<file path="config.mk">
export PLATFORM = sky130hd
export DESIGN_NAME = reset_sequencer
export DESIGN_NICKNAME = d
export VERILOG_FILES = /design/src/rtl/reset_sequencer.sv
export SDC_FILE = /design/constraint.sdc
export NUM_CORES = 1
export LEC_CHECK = 0
export BUFFER_PORTS_ARGS = -buffer_cell sky130_fd_sc_hd__buf_2
export CAP_MARGIN = 20
export CORE_ASPECT_RATIO = 1.5
export CORE_MARGIN = 2
export CORE_UTILIZATION = 25
export DETAILED_ROUTE_END_ITERATION = 8
export GPL_TIMING_DRIVEN = 0
export PLACE_DENSITY = 0.51
export REMOVE_ABC_BUFFERS = 1
export SYNTH_ARGS = -nofsm -noshare
export SYNTH_HDL_FRONTEND = slang
export SYNTH_SLANG_ARGS = --single-unit
</file>
<file path="constraint.sdc">
create_clock -name clk -period 2.2 [get_ports clk]
set_input_delay 0.22 -clock clk [delete_from_list [all_inputs] [get_ports clk]]
set_output_delay 0.22 -clock clk [all_outputs]
set_load 0.03 [all_outputs]
</file>
<file path="src/rtl/reset_sequencer.sv">
// Synchronised-button / PLL-lock reset generator releasing NUM_DOMAINS resets in staggered order.
// Button-to-assert latency SYNC_STAGES+1 edges; optional cause register under RESET_SEQ_CAUSE_EN.
module reset_sequencer #(
  parameter int NUM_DOMAINS    = 3,
  parameter int SYNC_STAGES    = 3,
  parameter int HOLD_CYCLES    = 8,
  parameter int STAGGER_CYCLES = 4,
  parameter int CNT_W          = 16
) (
  input  logic                   clk,
  input  logic                   rst_n,
  input  logic                   btn,
  input  logic                   pll_lock,
  output logic [NUM_DOMAINS-1:0] rst_out,
  output logic                   busy,
  output logic                   done,
  output logic [1:0]             cause
);

  localparam int IDX_W    = (NUM_DOMAINS > 1) ? $clog2(NUM_DOMAINS) : 1;
  localparam int LAST_IDX = (NUM_DOMAINS > 1) ? NUM_DOMAINS - 2 : 0;

  typedef enum logic [1:0] {
    S_IDLE    = 2'd0,
    S_HOLD    = 2'd1,
    S_RELEASE = 2'd2
  } state_t;

  state_t                 state;
  logic [CNT_W-1:0]       cnt;
  logic [IDX_W-1:0]       idx;
  logic [SYNC_STAGES-1:0] sync_q;
  logic                   edge_q;
  logic                   trigger;

  always_ff @(posedge clk or negedge rst_n) begin
    if (!rst_n) begin
      sync_q <= '0;
      edge_q <= 1'b0;
    end else begin
      sync_q <= {sync_q[SYNC_STAGES-2:0], btn};
      edge_q <= sync_q[SYNC_STAGES-1];
    end
  end

  // Rising edge only, so a held button yields a single trigger.
  assign trigger = sync_q[SYNC_STAGES-1] & ~edge_q;

  always_ff @(posedge clk or negedge rst_n) begin
    if (!rst_n) begin
      state   <= S_HOLD;
      cnt     <= '0;
      idx     <= '0;
      rst_out <= '1;
      busy    <= 1'b1;
      done    <= 1'b0;
    end else begin
      done <= 1'b0;
      if (!pll_lock || trigger) begin
        state   <= S_HOLD;
        cnt     <= '0;
        idx     <= '0;
        rst_out <= '1;
        busy    <= 1'b1;
      end else begin
        case (state)
          S_IDLE: begin
            rst_out <= '0;
            busy    <= 1'b0;
          end
          S_HOLD: begin
            if (cnt == CNT_W'(HOLD_CYCLES - 1)) begin
              cnt <= '0;
              idx <= '0;
              if (NUM_DOMAINS == 1) begin
                state   <= S_IDLE;
                rst_out <= '0;
                busy    <= 1'b0;
                done    <= 1'b1;
              end else begin
                state   <= S_RELEASE;
                rst_out <= rst_out << 1;
              end
            end else begin
              cnt <= cnt + 1'b1;
            end
          end
          S_RELEASE: begin
            // Left shift clears the lowest still-asserted domain, keeping higher bits set.
            if (cnt == CNT_W'(STAGGER_CYCLES - 1)) begin
              cnt     <= '0;
              rst_out <= rst_out << 1;
              idx     <= idx + 1'b1;
              if (idx == IDX_W'(LAST_IDX)) begin
                state <= S_IDLE;
                busy  <= 1'b0;
                done  <= 1'b1;
              end
            end else begin
              cnt <= cnt + 1'b1;
            end
          end
          default: begin
            state   <= S_HOLD;
            cnt     <= '0;
            idx     <= '0;
            rst_out <= '1;
            busy    <= 1'b1;
          end
        endcase
      end
    end
  end

`ifdef RESET_SEQ_CAUSE_EN
  // Lock loss is tested first so it wins over a simultaneous button edge.
  always_ff @(posedge clk or negedge rst_n) begin
    if (!rst_n) begin
      cause <= 2'b11;
    end else if (state != S_HOLD) begin
      if (!pll_lock)
        cause <= 2'b10;
      else if (trigger)
        cause <= 2'b01;
    end
  end
`else
  assign cause = 2'b00;
`endif

endmodule
</file>
==> flow_metrics.tcl <==
set metrics [dict create \
    synth_seq_cells 29 \
    fp-row-count 36 \
    reg2reg_depth 6 \
    finalCriticalPeriod_ns 2.10 \
    reg2reg_from "state[0]" \
    synth_top_area_cell "dfrtp_1" \
    drv_slew 0 \
    end_kind "flip-flop" \
    synth_xor_area_share_pct 0 \
    synthSimpleGateAreaFrac_pct 27.5 \
    yosys.area.top_type_share_pct 36.3 \
    fp.dieH_um 104 \
    synth_top_family_by_area "simple AND/OR/NAND/NOR gates" \
    synth_seq_area_share_pct 44.3 \
    yosysWarnings 0 \
    ir_drop_mv 0.245 \
    cpPeakStageDelay_ns 0.56 \
    syn_area_um2 1650 \
    whs_path_depth 1 \
    clock-sinks 29 \
    n_fill_cell 679 \
    grt_pass1_vias 1361 \
    drv_cap 0 \
    worstPathArrival_ns 2.28 \
    synthAdderAreaFrac_pct 5.30 \
    cp_max_fo 8 \
    seqCellArea_um2 733 \
    fin_crit_sh_pct 95.6 \
    hp-start "btn" \
    drt_first_pass_iters 4 \
    setup_viol 0 \
    fin_cells 256 \
    cts-root-buf "clkbuf_8" \
    slew_headroom_pct 53.4 \
    gp_congestion 0.741 \
    timing.rr.end "cnt[12]" \
    vias 1298 \
    rsz0062_at_grt "true" \
    wl_mm 3.66 \
    drive_above_1_share_pct 25.0 \
    finalPower_mw 1.79 \
    multi_input_area_um2 921 \
    postSynthAreaPerCell_um2 9.96 \
    hpwl_mm 2.50 \
    syn_to_final_growth_pct 18.1 \
    fin_skew_ns 0.00359 \
    place_inst 243 \
    grt_pass1_wl_mm 6.48 \
    drcViolationCount 0 \
    finalHoldViolations 0 \
    initial_core_util_pct 25.7 \
    holdWs_ns 0.0467 \
    cts_made_buffers 5 \
    hold_path_class "input port to flip-flop" \
    power_leakage_nw 0.833 \
    min_to "sync_q[0]" \
    status "finished clean" \
    final_common_cell "dfrtp_1" \
    dieArea_um2 7300 \
    grt_max_degree 30 \
    path_buf_inv 1 \
    synthMuxAreaShare_pct 1.82 \
    clock_path_buffers 2 \
    cp_slowest_cell "dfstp_2" \
    synth-compound-area-share_pct 16.9 \
    grt.overflow.total 0 \
    clkLatencyLatePin_ns 0.28 \
    rrSetupSlack_ns 0.1 \
    grtUsageTotal_pct 11.0 \
    max_freq_mhz 475 \
    diodes 0 \
    wl_per_cell_um 14.3 \
    htreeDepth 2 \
    worst_slack_ns 0.0960 \
    path_clk_slew_ns 0.06 \
    drt_iter0_markers 66 \
    final_cell_mix "dfrtp_1 (23), nand2_1 (18), o21ai_0 (16)" \
    synth_area_leaders "dfrtp_1 (36%), dfstp_2 (7.9%), ha_1 (5.3%)" \
    synth_cell_types 44 \
    pwr_density_cell_nw_per_um2 917 \
    syn_inst 166 \
    viasPerCell 5.07 \
    path_class "flip-flop to flip-flop" \
    crit_chain "inv_1, ha_4, and3_4, a32oi_4, or2_2, o311ai_1" \
    cp_top_family "flip-flops" \
    cts_tree "done" \
    post-place-ws_ns -0.452 \
    fin_nets 190 \
    tightest_slew_ns 0.699 \
    final_util_pct 30.3 \
    crit_path_start_kind "flip-flop" \
    core_um2 6440 \
    ant_nets 0 \
    die_w_um 70.4 \
    io_pins 11 \
    port_buffers 8 \
    required_ns 2.38 \
    antenna_found_initial 0 \
]
-- through the flow --
stage                     setup TNS [ns]  area, um2
after global routing             -0.0435       1950
after detailed placement           -4.88       1740
after CTS                              0       1920
after floorplan                        0       1610
after global placement             -4.65       1740
final                                  0       1950
-- worst max path at each step --
stage / startpoint / endpoint / slack [ns] / cells past startpoint
final: state[0] / cnt[12] / 0.1 / 6
after global routing: cnt[12] / cnt[9] / -0.03 / 6
after CTS: cnt[1] / cnt[6] / 0.006 / 7
after detailed placement: state[0] / cnt[5] / -0.45 / 6
after global placement: state[0] / cnt[5] / -0.44 / 6
after floorplan: state[0] / cnt[5] / 0.07 / 6
-- cells by family after synthesis --
logic type               Yosys count
AO/OA/AOI/OAI                     39
adder cells (fa/ha/maj)            7
buffers and inverters             12
flip-flops                        29
multiplexers                       3
other                              1
AND/OR/NAND/NOR                   75
-- sequential cells by signal, summed over array words and instances (netlist names) --
| name | flops |
|---|---|
| cnt | 16 |
| rst_out | 3 |
| sync_q | 3 |
| idx | 2 |
| state | 2 |
| busy | 1 |
| done | 1 |
| edge_q | 1 |
-- where the power goes --
group / switching [mW] / internal [mW] / total, mW
Clock: 0.211 / 0.282 / 0.493
Combinational: 0.365 / 0.255 / 0.620
Sequential: 0.0523 / 0.626 / 0.678
-- routing by layer --
metal  GRT usage (%)  vias to the layer above  wire, um
met5               0                        -         0
met4            5.08                        0        90
met3            2.43                        7        77
met2            19.1                       17      1910
met1            12.6                      637      1570
li1                -                      637         -
-- timing repair --
action,CTS,global route
hold buffers,1,0
setup endpoints to repair,16,14
endpoints found under the hold margin,2,0
buffers inserted,3,1
gates resized for setup,8,7
gates cloned,0,0
pin swaps,1,4
-- Yosys cell counts --
master,instances
inv_1,4
nor4_4,2
nor2_1,10
nand4_2,1
nor2b_1,5
nor3b_1,1
o21ai_0,16
dfstp_2,5
a21oi_1,2
and4bb_2,1
nor4b_2,1
or3_4,1
ha_1,7
buf_4,3
a31o_2,1
and4_1,2
or4_1,1
mux2i_1,3
and2_1,1
dfrtp_1,24
and3_2,2
nand3_1,7
conb_1,1
nand2b_1,1
o41ai_1,1
clkbuf_1,3
clkbuf_2,1
o31a_1,1
a22o_2,1
nand3b_1,3
or2_2,1
buf_6,1
a32oi_2,1
a22o_1,8
nor4b_1,1
a32o_2,1
o311ai_0,3
and3_1,5
nor3_1,6
o211a_1,2
or3_1,1
o21ai_1,2
nand4_1,4
nand2_1,18
-- cell type report --
class                      count  area share [%]
timing repair buffer          13            4.48
sequential                    29            37.5
inverter                       4           0.769
tap                           76            4.87
clock inverter                 1           0.256
multi-input combinational    126            47.1
clock buffer                   7            4.93
(Power assumes the default switching activity.)
